### config.mk
export PLATFORM = sky130hd
export DESIGN_NAME = cgra_config_loader
export DESIGN_NICKNAME = d
export VERILOG_FILES = /design/src/rtl/cgra_config_loader.sv
export SDC_FILE = /design/constraint.sdc
export NUM_CORES = 1
export LEC_CHECK = 0
export BUFFER_PORTS_ARGS = -buffer_cell sky130_fd_sc_hd__buf_2
export CORE_MARGIN = 8
export CORE_UTILIZATION = 35
export DETAILED_ROUTE_END_ITERATION = 12
export SYNTH_ARGS = -nofsm -noshare
export SYNTH_HDL_FRONTEND = slang
export SYNTH_SLANG_ARGS = --single-unit
### constraint.sdc
create_clock -name clk -period 4.3 [get_ports clk]
set_input_delay 0.645 -clock clk [delete_from_list [all_inputs] [get_ports clk]]
set_output_delay 0.645 -clock clk [all_outputs]
set_load 0.03 [all_outputs]
### src/rtl/cgra_config_loader.sv
// Configuration fetch engine: reads a block of config words from config memory and streams them to the PE array over valid/ready.
// Optional build macro CGRA_CFG_LOADER_CSUM_EN adds a running XOR checksum output (csum) of delivered words.
module cgra_config_loader #(
    parameter int DATA_WIDTH = 64,
    parameter int ADDR_WIDTH = 32,
    parameter int MAX_WORDS  = 1024
) (
    input  logic                             clk,
    input  logic                             rst_n,
    input  logic                             start,
    input  logic [ADDR_WIDTH-1:0]            base_addr,
    input  logic [$clog2(MAX_WORDS+1)-1:0]   num_words,
    output logic                             busy,
    output logic                             done,
    output logic [ADDR_WIDTH-1:0]            cfg_addr,
    output logic                             cfg_ren,
    input  logic [DATA_WIDTH-1:0]            cfg_rdata,
    input  logic                             cfg_valid,
    output logic                             out_valid,
    input  logic                             out_ready,
    output logic [DATA_WIDTH-1:0]            out_data,
    output logic [$clog2(MAX_WORDS)-1:0]     out_index
`ifdef CGRA_CFG_LOADER_CSUM_EN
    ,
    output logic [DATA_WIDTH-1:0]            csum
`endif
);

    localparam int CW = $clog2(MAX_WORDS + 1);
    localparam int IW = $clog2(MAX_WORDS);
    localparam logic [CW-1:0] MAX_CNT = CW'(MAX_WORDS);

    typedef enum logic [1:0] {
        IDLE  = 2'd0,
        FETCH = 2'd1,
        DRAIN = 2'd2,
        DONE  = 2'd3
    } state_t;

    state_t                state, state_nxt;

    logic [ADDR_WIDTH-1:0] base_q;
    logic [CW-1:0]         count_q;
    logic [CW-1:0]         issued_q;
    logic [CW-1:0]         delivered_q;
    logic [IW-1:0]         recv_idx_q;
    logic                  inflight;

    logic [DATA_WIDTH-1:0] fifo_data [2];
    logic [IW-1:0]         fifo_idx  [2];
    logic                  wr_ptr;
    logic                  rd_ptr;
    logic [1:0]            fifo_cnt;

    logic                  accept;
    logic                  push;
    logic                  pop;
    logic [2:0]            occupancy;
    logic                  credit_ok;
    logic [CW-1:0]         sat_num;

    assign sat_num   = (num_words > MAX_CNT) ? MAX_CNT : num_words;
    assign accept    = (state == IDLE) && start;
    assign push      = cfg_valid && inflight;
    assign out_valid = (fifo_cnt != 2'd0);
    assign pop       = out_valid && out_ready;
    assign out_data  = fifo_data[rd_ptr];
    assign out_index = fifo_idx[rd_ptr];
    assign busy      = (state != IDLE);
    assign done      = (state == DONE);

    // Words already buffered plus the one in flight must leave a free slot
    // after this cycle's pop, so a returning word always has somewhere to go.
    assign occupancy = {1'b0, fifo_cnt} + {2'b00, inflight};
    assign credit_ok = (occupancy <= (3'd1 + {2'b00, pop}));

    always_comb begin
        state_nxt = state;
        cfg_ren   = 1'b0;
        cfg_addr  = '0;
        case (state)
            IDLE: begin
                if (start) begin
                    state_nxt = (sat_num == '0) ? DONE : FETCH;
                end
            end
            FETCH: begin
                if ((issued_q < count_q) && credit_ok) begin
                    cfg_ren  = 1'b1;
                    cfg_addr = base_q + (ADDR_WIDTH'(issued_q) << 3);
                    if ((issued_q + 1'b1) == count_q) begin
                        state_nxt = DRAIN;
                    end
                end
            end
            DRAIN: begin
                if ((delivered_q == count_q) ||
                    (pop && ((delivered_q + 1'b1) == count_q))) begin
                    state_nxt = DONE;
                end
            end
            DONE: begin
                state_nxt = IDLE;
            end
            default: begin
                state_nxt = IDLE;
            end
        endcase
    end

    always_ff @(posedge clk or negedge rst_n) begin
        if (!rst_n) begin
            state       <= IDLE;
            base_q      <= '0;
            count_q     <= '0;
            issued_q    <= '0;
            delivered_q <= '0;
            recv_idx_q  <= '0;
            inflight    <= 1'b0;
        end else begin
            state    <= state_nxt;
            inflight <= cfg_ren;
            if (accept) begin
                base_q      <= base_addr & ~ADDR_WIDTH'(7);
                count_q     <= sat_num;
                issued_q    <= '0;
                delivered_q <= '0;
                recv_idx_q  <= '0;
            end else begin
                if (cfg_ren) begin
                    issued_q <= issued_q + 1'b1;
                end
                if (pop) begin
                    delivered_q <= delivered_q + 1'b1;
                end
                if (push) begin
                    recv_idx_q <= recv_idx_q + 1'b1;
                end
            end
        end
    end

    // Two-entry skid buffer; words return in issue order so the receive
    // counter doubles as the word index.
    always_ff @(posedge clk or negedge rst_n) begin
        if (!rst_n) begin
            for (int i = 0; i < 2; i++) begin
                fifo_data[i] <= '0;
                fifo_idx[i]  <= '0;
            end
            wr_ptr   <= 1'b0;
            rd_ptr   <= 1'b0;
            fifo_cnt <= 2'd0;
        end else begin
            if (push) begin
                fifo_data[wr_ptr] <= cfg_rdata;
                fifo_idx[wr_ptr]  <= recv_idx_q;
                wr_ptr            <= ~wr_ptr;
            end
            if (pop) begin
                rd_ptr <= ~rd_ptr;
            end
            case ({push, pop})
                2'b10:   fifo_cnt <= fifo_cnt + 2'd1;
                2'b01:   fifo_cnt <= fifo_cnt - 2'd1;
                default: fifo_cnt <= fifo_cnt;
            endcase
        end
    end

`ifdef CGRA_CFG_LOADER_CSUM_EN
    logic [DATA_WIDTH-1:0] csum_q;

    always_ff @(posedge clk or negedge rst_n) begin
        if (!rst_n) begin
            csum_q <= '0;
        end else if (accept) begin
            csum_q <= '0;
        end else if (pop) begin
            csum_q <= csum_q ^ out_data;
        end
    end

    assign csum = csum_q;
`endif

endmodule
# --- After elaboration in Yosys (flattened, before gate mapping) ---
# Index checks and enable logic that the tools add are counted.
totals:
  reg_bits: 227
  input_bits: 112
  output_inout_bits: 110
  wordCells: 90
op_classes:
  add_sub_neg: 8
  order_cmp: 6
  n_eq_ne: 12
  muxes: 30
  bitwise: 4
  reduce_logical: 16
ops:
  columns: ["cell", "count"]
  rows:
  - ["$mux W64", 4]
  - ["$bwmux W128", 1]
  - ["$demux W64 S1", 1]
  - ["$mux W32", 2]
  - ["$mux W10", 6]
  - ["$mux W11", 5]
  - ["$eq A11 B11 Y1", 3]
  - ["$add A32 B14 Y32", 1]
  - ["$add A11 B1 Y11 const B", 2]
  - ["$bwmux W20", 1]
  - ["$reduce_bool A2 Y1", 6]
  - ["$gt A11 B11 Y1 const B", 1]
  - ["$logic_not A11 Y1", 1]
  - ["$lt A11 B11 Y1", 1]
  - ["$add A10 B1 Y10 const B", 1]
  - ["$demux W10 S1", 1]
  - ["$mux W2", 5]
  - ["$ne A2 B2 Y1 const B", 4]
  - ["$pmux W2 S4", 1]
  - ["$eq A2 B2 Y1 const B", 3]
  - ["$logic_and A1 B1 Y1", 6]
  - ["$eq A2 B1 Y1 const B", 2]
  - ["$ge A2 B2 Y1 const B", 2]
  - ["$not A1 Y2", 2]
  - ["other kinds (12)", 14]

# --- Logic depth before layout (Yosys ltp) ---
# Gate-level depths: netlist of run 1.
logic_depth:
  ltp_word: 9
  depth_mapped: 14
  depth_no_buf: 12

# --- Least setup slack after synthesis of run 1 ---
# OpenSTA, ideal clock, no wires.
synth_timing:
  path_kind: "register to output"
  from: "reg fifo_cnt[0]"
  to: "out cfg_addr[13]"
  t_arrival_ns: 3.870
  t_required_ns: 3.655
  path_slack_ns: -0.215
  stages_incl_launch_ff: 12
  path_buffers: 2
  path_cell_list: "dfrtp_1 -> or2_2 -> nand2_1 -> clkinv_1 -> fa_1 -> or3b_1 -> a221oi_1 -> o21ai_1 -> or3_1 -> buf_6 -> clkbuf_1 -> nor3b_1"
synth_via:
  elab_chain_cells: 7
  word_cells_on_any_way: 8
  cone_classes: "add/sub: 2; order compare: 1; mux: 2; reduce/logical: 3"
synth_rtl:
  columns: ["item", "line", "rtl"]
  rows:
  - ["start, declared", "53", "logic [1:0] fifo_cnt;"]
  - ["start signal, assigned", "164", "2'b10: fifo_cnt <= fifo_cnt + 2'd1;"]
  - ["start signal, assigned", "165", "2'b01: fifo_cnt <= fifo_cnt - 2'd1;"]
  - ["start signal, assigned", "166", "default: fifo_cnt <= fifo_cnt;"]
  - ["$reduce_bool A2 Y1", "65", "assign out_valid = (fifo_cnt != 2'd0);"]
  - ["via out_valid", "19", "output logic out_valid,"]
  - ["$logic_and A1 B1 Y1", "66", "assign pop = out_valid && out_ready;"]
  - ["via pop", "57", "logic pop;"]
  - ["$add A1 B1 Y2", "75", "assign credit_ok = (occupancy <= (3'd1 + {2'b00, pop}));"]
  - ["$le A3 B2 Y1", "75", null]
  - ["$logic_and A1 B1 Y1", "88", "if ((issued_q < count_q) && credit_ok) begin"]
  - ["$mux W32", "88", null]
  - ["$mux W32", "81", "case (state)"]
  - ["end, declared", "15", "output logic [ADDR_WIDTH-1:0] cfg_addr,"]
# The timed path passes the listed nets, and every way through them passes these cells.

# --- Worst setup path after layout of run 1 ---
layout_timing:
  from: "reg fifo_cnt[0]"
  to: "out cfg_addr[23]"
layout_via:
  elab_chain_cells: 7
  word_cells_on_any_way: 8
  cone_classes: "add/sub: 2; order compare: 1; mux: 2; reduce/logical: 3"
layout_rtl:
  columns: ["item", "line"]
  rows:
  - ["$reduce_bool A2 Y1", "65"]
  - ["$logic_and A1 B1 Y1", "66"]
  - ["via pop", "57"]
  - ["$add A1 B1 Y2", "75"]
  - ["$le A3 B2 Y1", "75"]
  - ["$logic_and A1 B1 Y1", "88"]
  - ["$mux W32", "88"]
  - ["$mux W32", "81"]
# The timed path passes the listed nets, and every way through them passes these cells.

==> Flow_metrics.wiki, run 1 <==
{| class="wikitable"
! Metric !! Value
|-
| Setup-failing EPs final || 0
|-
| Top-area cell type share of the netlist area || 0.483
|-
| Final clock period utilization by the worst path || 0.988
|-
| Total CTS buffers || 26
|-
| Critical Path Fanout Max || 7
|-
| Die ar. || 0.0398 mm²
|-
| First DRT Iteration DRCs || 279
|-
| Dominant synthesized flop cell || dfrtp_1
|-
| Number of instances in the synthesized netlist || 1049
|-
| Minimum setup slack among reg-to-reg paths || 0.15 ns
|-
| Via density || 4.89
|-
| Buffer depth of the longest clock path || 3
|-
| Cell area power density || 362 mW/mm²
|-
| Worst Tran Pin Value || 1.13 ns
|-
| Level count of the clock H-tree || 1
|-
| Global route total overflow || 0
|-
| Area of all placed cells without fillers || 0.0148 mm²
|-
| Relative slew slack || 0.248
|-
| Boundary pin count || 222
|-
| Width of the die || 199 µm
|-
| Total number of vias || 8594
|-
| Worst Path Arrival || 3.60 ns
|-
| Endpoint of the most critical register-to-register path || state[0]
|-
| Setup crit start || fifo_cnt[0]
|-
| Worst-case setup slack after placement || 0.173 ns
|-
| Most area-hungry cell type in the Yosys netlist || dfrtp_1
|-
| Mean instance size in the synthesized netlist || 11.2 µm²
|-
| Fmax || 0.235 GHz
|-
| Share of async-settable or async-resettable flops after synthesis || 1.00
|-
| PortBufs || 215
|-
| Clock transition at the register clock pins on the worst setup and hold paths after CTS || 0.06 ns
|-
| Number of hold-slack violations in the final timing report || 0
|-
| Total of flip-flops plus latches after synthesis || 227
|-
| Hold buffer count at cts || 0
|-
| CTS tree || yes
|-
| Drt wl/cell || 17.1 µm
|-
| Instance area at placement || 0.0135 mm²
|-
| Largest clock skew in the final design || 0.00855 ns
|-
| Peak ir drop on the vdd network || 0.284 mV
|-
| RSZ-0062 raised after global routing || yes
|-
| Sequential share of the synthesized area || 0.483
|-
| Area added between synthesis and finish || 25.6%
|-
| Endpoint required time on the critical path || 3.65 ns
|-
| Number of detailed-routing iterations run before antenna repair || 4
|-
| CTS Sinks || 227
|-
| Total number of yosys warnings || 0
|-
| Post-route DRC || 0
|-
| Total Routed Length || 30000 µm
|-
| Final Wtd Congestion || 0.816
|-
| Post-synth design cell area || 0.0118 mm²
|-
| Total global-route track usage || 0.149
|-
| Initial Utilization || 0.353
|-
| Leak pwr || 7.66 nW
|-
| Endpoint kind of the worst setup timing path || output port
|-
| Final ANT Viol Nets || 0
|-
| Commonest non-fill, non-tap cells in the layout || 225 x dfrtp_1, 222 x mux2_2, 198 x buf_2, 128 x nand2_1, 56 x nor2_1
|-
| FF-to-FF path depth || 30
|-
| Most common cell after layout, fill and taps aside || dfrtp_1
|-
| Dominant cells by area after synthesis || dfrtp_1 48%, mux2_2 21%, nand2_1 4.2%
|-
| Number of max-cap violations || 0
|-
| Sum of net half-perimeters after detailed placement || 20400 µm
|-
| Worst setup path end || cfg_addr[23]
|-
| Skew-Pair Late Insertion Delay || 0.54 ns
|-
| Cell Rows || 67
|-
| Worst-case setup margin in the final layout || 0.0527 ns
|-
| Count of distinct cell types in the synthesized netlist || 59
|-
| Final-report max-slew violation count || 0
|-
| Vias in the first global route || 9280
|-
| Floorplan core area || 0.0334 mm²
|-
| Final nets || 1439
|-
| Final worst hold slack || 0.149 ns
|-
| Type of the worst min-delay path || in -> async
|-
| Number of antenna violations at the first check in global routing || 1
|-
| Number of enable-type register cells in the synthesized netlist || 0
|-
| Vertical extent of the die || 199 µm
|-
| Startpoint of the worst register-to-register path || fifo_cnt[0]
|-
| Category of the most critical setup path || reg -> out
|-
| Kind of start point of the critical path || register
|-
| Result of the run || complete, no violations
|-
| Antenna diode instance count || 0
|-
| CTS root buffer || clkbuf_16
|-
| Fin crit period || 4.25 ns
|-
| Ratio of cells with drive above 1 in the final layout || 0.434
|-
| Maximum number of pins on one net before global-route repair || 102
|-
| First-pass GRT wire length || 48600 µm
|}
sequential cells by signal, summed over array words and instances (netlist names):
| name | count |
|---|---|
| count_q | 11 |
| inflight | 1 |
| fifo_data | 128 |
| state | 2 |
| wr_ptr | 1 |
| delivered_q | 11 |
| fifo_cnt | 2 |
| fifo_idx | 20 |
| rd_ptr | 1 |
| base_q | 29 |
| recv_idx_q | 10 |
| issued_q | 11 |
critical path: stages, from the launching register on:
cell and delay, ns:
dfrtp_1 0.38, or2_4 0.27, nand2_4 0.09, inv_4 0.04
fa_1 0.47, or3b_4 0.41, a221oi_4 0.23, o21ai_2 0.10
or3_4 0.40, clkinv_8 0.09, or2b_1 0.26, mux2i_4 0.17
buf_6 0.15
through the flow:
step / util / instances / TNS [ns] / total power [mW]
after global placement: 0.404 / 1681 / 0 / 2.96
after CTS: 0.440 / 1756 / -0.0656 / 5.39
after global routing: 0.443 / 1758 / -0.200 / 5.60
after detailed placement: 0.404 / 1681 / 0 / 2.97
after floorplan: - / 1051 / -0.562 / 2.72
final: 0.443 / 1758 / 0 / 5.36
synthesized netlist by cell type, types with 9 or more instances:
cell type	count
dfrtp_1	227
mux2_2	222
nand2_1	131
nor2_1	58
clkbuf_1	44
xor2_1	40
o21ai_0	38
ha_1	34
inv_1	31
xnor2_1	28
a21oi_1	20
nor3_1	17
mux2i_1	14
nand3_1	14
nand3b_1	13
or3_1	11
nand4_1	9
layer usage:
| layer | share of wire | vias to the layer above | wire length [µm] | GRT usage |
|---|---|---|---|---|
| li1 | - | 4121 | - | - |
| met1 | 0.45 | 4214 | 13500 | 0.193 |
| met2 | 0.47 | 213 | 14100 | 0.255 |
| met3 | 0.061 | 44 | 1830 | 0.0283 |
| met4 | 0.020 | 2 | 586 | 0.0343 |
| met5 | 0.00043 | - | 13 | 0 |
kinds of logic (layout without fill, tap and decap cells):
group | after synthesis | after routing | synth area share
compound gates | 93 | 93 | 0.0491
simple gates | 303 | 303 | 0.122
flops | 227 | 227 | 0.483
mux | 236 | 236 | 0.224
fa+ha+maj | 37 | 37 | 0.0404
xor+xnor | 68 | 68 | 0.0506
other cells | 1 | 3 | 0.000319
buf+inv | 84 | 343 | 0.0304
report_power, final:
part           internal [mW]  switching, mW
Sequential              2.18          0.154
Combinational          0.420          0.352
Clock                   1.35          0.903
worst min path at each step:
| stage | startpoint | to | slack (ns) | cells after the start |
|---|---|---|---|---|
| final | rst_n | fifo_data[82] | 0.15 | 1 |
| after global routing | rst_n | fifo_data[18] | 0.20 | 1 |
| after CTS | rst_n | fifo_data[18] | 0.17 | 1 |
| after detailed placement | base_q[5] | base_q[5] | 0.47 | 2 |
| after global placement | base_q[7] | base_q[7] | 0.47 | 2 |
| after floorplan | rst_n | base_q[10] | 0.35 | 0 |
cell type report:
| type | count | area, µm² |
|---|---|---|
| fillers | 3193 | 18600 |
| multi-input cells | 740 | 5950 |
| flip-flops and latches | 227 | 5690 |
| repair buffers | 263 | 1570 |
| clock buffers | 34 | 711 |
| well taps | 448 | 561 |
| clock inverters | 13 | 163 |
| inverters | 33 | 139 |
what timing repair did:
| item | 4_1_cts | 5_1_grt |
|---|---|---|
| endpoints found under the setup margin | 29 | 31 |
| gates resized for setup | 29 | 25 |
| gates cloned | 1 | 0 |
| pin swaps | 6 | 4 |
| buffers inserted | 27 | 3 |
No activity file was read; power rests on OpenSTA's default activity.
==> run 2: changes to the inputs <==
--- a/config.mk
+++ b/config.mk
@@ -5,7 +5,9 @@
 export SDC_FILE = /design/constraint.sdc
 export NUM_CORES = 1
 export LEC_CHECK = 0
+export ABC_AREA = 1
 export BUFFER_PORTS_ARGS = -buffer_cell sky130_fd_sc_hd__buf_2
+export CORE_ASPECT_RATIO = 2
 export CORE_MARGIN = 8
 export CORE_UTILIZATION = 35
 export DETAILED_ROUTE_END_ITERATION = 12
==> run 2 against run 1 <==
- non-clock buffer count down 35
- final cell count up 25%
- sequential cell count unchanged
- global-route usage up 1.8 points
- total power up 97%
- critical endpoint is now cfg_addr[25]
- largest cell class is now registers
- highest routed layer is now met4
==> Flow_metrics.wiki, run 2 <==
{| class="wikitable"
! Metric !! Value
|-
| Startpoint of the worst register-to-register path || fifo_cnt[0] (unchanged)
|-
| Endpoint required time on the critical path || 3.65 ns (about the same)
|-
| Total Routed Length || 34300 µm (was 30000 µm)
|-
| Total Neg Setup Slack || 0 ns (unchanged)
|-
| Multi-input combinational cell area || 0.00525 mm² (was 0.00595 mm²)
|-
| Fmax || 0.261 GHz (was 0.235 GHz)
|-
| Cell area power density || 748 mW/mm² (was 362 mW/mm²)
|-
| Critical Path Fanout Max || 8 (was 7)
|-
| Category of the most critical setup path || reg -> out (unchanged)
|-
| Number of flip-flops under the largest register name || 128 (unchanged)
|-
| Share of async-settable or async-resettable flops after synthesis || 1.00 (unchanged)
|-
| Dominant cells by area after synthesis || dfrtp_1 48%, nand2_1 19%, o21ai_0 8.3% (was dfrtp_1 48%, mux2_2 21%, nand2_1 4.2%)
|-
| Die ar. || 0.0402 mm² (was 0.0398 mm²)
|-
| Level count of the clock H-tree || 1 (unchanged)
|-
| Clock transition at the register clock pins on the worst setup and hold paths after CTS || 0.07 ns (was 0.06 ns)
|-
| Global route total overflow || 0 (unchanged)
|-
| Endpoint kind of the worst setup timing path || output port (unchanged)
|-
| Number of resized instances in the post-cts repair step || 0 (was 29)
|-
| Vias in the first global route || 10639 (was 9280)
|-
| Post-synth design cell area || 0.0118 mm² (about the same)
|-
| Hold buffer count at cts || 0 (unchanged)
|-
| Number of max-cap violations || 0 (unchanged)
|-
| Final worst hold slack || 0.0330 ns (was 0.149 ns)
|-
| RSZ-0062 raised after global routing || no (was yes)
|-
| Worst Path Arrival || 3.19 ns (was 3.60 ns)
|-
| Vertical extent of the die || 276 µm (was 199 µm)
|-
| Fin crit period || 3.84 ns (was 4.25 ns)
|-
| Sequential share of the synthesized area || 0.482 (was 0.483)
|-
| Total number of vias || 10727 (was 8594)
|-
| Relative slew slack || 0.379 (was 0.248)
|-
| Antenna diode instance count || 0 (unchanged)
|-
| Sum of net half-perimeters after detailed placement || 24700 µm (was 20400 µm)
|-
| Register with the most flip-flops || fifo_data (unchanged)
|-
| Floorplan core area || 0.0334 mm² (about the same)
|-
| Worst Tran Pin Value || 0.932 ns (was 1.13 ns)
|-
| CTS Sinks || 227 (unchanged)
|-
| Drt wl/cell || 15.5 µm (was 17.1 µm)
|-
| Final clock period utilization by the worst path || 0.892 (was 0.988)
|-
| Mean instance size in the synthesized netlist || 7.54 µm² (was 11.2 µm²)
|-
| Dominant synthesized flop cell || dfrtp_1 (unchanged)
|-
| Type of the worst min-delay path || in -> async (unchanged)
|-
| Number of hold-slack violations in the final timing report || 0 (unchanged)
|-
| Number of detailed-routing iterations run before antenna repair || 6 (was 4)
|-
| Buffers inserted during post-CTS setup optimization || 0 (was 27)
|-
| Number of instances in the synthesized netlist || 1564 (was 1049)
|-
| Peak ir drop on the vdd network || 0.355 mV (was 0.284 mV)
|-
| Final nets || 1901 (was 1439)
|-
| CTS tree || yes (unchanged)
|-
| Count of distinct cell types in the synthesized netlist || 39 (was 59)
|-
| Final ANT Viol Nets || 0 (unchanged)
|-
| Commonest non-fill, non-tap cells in the layout || 585 x nand2_1, 226 x dfrtp_1, 214 x buf_2, 196 x o21ai_0, 157 x inv_1 (was 225 x dfrtp_1, 222 x mux2_2, 198 x buf_2, 128 x nand2_1, 56 x nor2_1)
|-
| Buffer depth of the longest clock path || 3 (unchanged)
|-
| Initial Utilization || 0.353 (about the same)
|-
| Final Wtd Congestion || 0.897 (was 0.816)
|-
| Largest clock skew in the final design || 0.0213 ns (was 0.00855 ns)
|-
| Final-report max-slew violation count || 0 (unchanged)
|-
| Total global-route track usage || 0.167 (was 0.149)
|-
| Setup crit start || issued_q[0] (was fifo_cnt[0])
|-
| Kind of start point of the critical path || register (unchanged)
|-
| Total number of yosys warnings || 0 (unchanged)
|-
| First DRT Iteration DRCs || 483 (was 279)
|-
| Number of antenna violations at the first check in global routing || 0 (was 1)
|-
| Post-route DRC || 0 (unchanged)
|-
| First-pass GRT wire length || 55100 µm (was 48600 µm)
|-
| CTS root buffer || clkbuf_16 (unchanged)
|-
| Number of enable-type register cells in the synthesized netlist || 0 (unchanged)
|-
| Cell Rows || 95 (was 67)
|-
| Most frequently used cell type in the post-synthesis netlist || nand2_1 (was dfrtp_1)
|-
| Most common cell after layout, fill and taps aside || nand2_1 (was dfrtp_1)
|-
| Area added between synthesis and finish || 19.7% (was 25.6%)
|-
| Total CTS buffers || 23 (was 26)
|-
| Skew-Pair Late Insertion Delay || 0.53 ns (was 0.54 ns)
|-
| Ratio of cells with drive above 1 in the final layout || 0.166 (was 0.434)
|-
| Count of filler cells inserted in the layout || 3450 (was 3193)
|-
| Result of the run || complete, no violations (unchanged)
|-
| Most area-hungry cell type in the Yosys netlist || dfrtp_1 (unchanged)
|-
| PortBufs || 215 (unchanged)
|-
| Maximum number of pins on one net before global-route repair || 149 (was 102)
|-
| Registers with the highest flip-flop counts || fifo_data (128), base_q (29), fifo_idx (20) (unchanged)
|-
| Sequential cell area || 0.00568 mm² (was 0.00569 mm²)
|-
| Leak pwr || 7.51 nW (was 7.66 nW)
|-
| Synth top cells by count || 586 x nand2_1, 227 x dfrtp_1, 196 x o21ai_0, 159 x inv_1, 73 x nor2_1 (was 227 x dfrtp_1, 222 x mux2_2, 131 x nand2_1, 58 x nor2_1, 44 x clkbuf_1)
|-
| Via density || 4.86 (was 4.89)
|-
| Setup-failing EPs final || 0 (unchanged)
|-
| Width of the die || 146 µm (was 199 µm)
|-
| Top-area cell type share of the netlist area || 0.482 (was 0.483)
|-
| Boundary pin count || 222 (unchanged)
|-
| Total of flip-flops plus latches after synthesis || 227 (unchanged)
|}
-- run 2: power by group --
part | switching (mW) | leakage [nW] | internal, mW | total (mW)
registers | 0.543 | 2.91 | 2.98 | 3.53
clock network | 0.879 | 0.406 | 1.29 | 2.17
logic | 3.43 | 4.19 | 1.43 | 4.86
total | 4.85 | 7.51 | 5.70 | 10.6
-- run 2: path summary, 6_finish.rpt --
check | to | cells after the start | slack [ns]
setup / recovery | cfg_addr[25] | 10 | 0.46
hold / removal | base_q[23] | 1 | 0.03
setup reg to reg | issued_q[5] | 11 | 1.47
hold reg to reg | fifo_data[82] | 2 | 0.48
max in group asynchronous | fifo_data[24] | 2 | 3.23
min in group clk | base_q[31] | 3 | 0.31
-- run 2: cell type report --
class / instances / share of cell area
Sequential cell: 227 / 0.403
Timing Repair Buffer: 228 / 0.0865
Clock buffer: 30 / 0.0448
Multi-Input combinational cell: 1112 / 0.372
Clock inverter: 12 / 0.0129
Inverter: 161 / 0.0428
Tap cell: 436 / 0.0387
-- run 2: metrics by stage --
stage	setup slack, ns	cell area [µm²]	std cells	power, mW	utilization
after global routing	0.231	14100	2206	11.4	0.423
after detailed placement	0.730	13300	2164	8.48	0.398
after global placement	0.734	13300	2164	8.39	0.398
final	0.464	14100	2206	10.6	0.423
after CTS	0.397	14100	2206	10.7	0.423
after floorplan	0.958	11800	1566	6.89	-
-- run 2: logic make-up (layout without fill, tap and decap cells) --
group | after synthesis | count (layout) | synth area share
fa+ha+maj | 36 | 36 | 0.0395
compound gates | 267 | 267 | 0.118
simple gates | 781 | 781 | 0.267
other cells | 1 | 3 | 0.000318
buf+inv | 227 | 431 | 0.0745
flops | 227 | 227 | 0.482
xor+xnor | 25 | 25 | 0.0186
-- run 2: worst max-delay path: stages, from the launching register on --
cell and delay [ns]:
dfrtp_1 0.52, ha_1 0.23, inv_1 0.05, fa_1 0.40
o21ai_1 0.25, a21boi_1 0.16, o21ai_1 0.42, nand3_1 0.20
o21ai_0 0.19, a21oi_1 0.05, buf_2 0.18
-- run 2: routing by layer --
metal,up-vias,global-route usage,wire [µm]
li1,5324,-,-
met1,5049,0.175,12900
met2,287,0.322,18400
met3,67,0.0248,1550
met4,0,0.0746,1330
met5,-,0,0
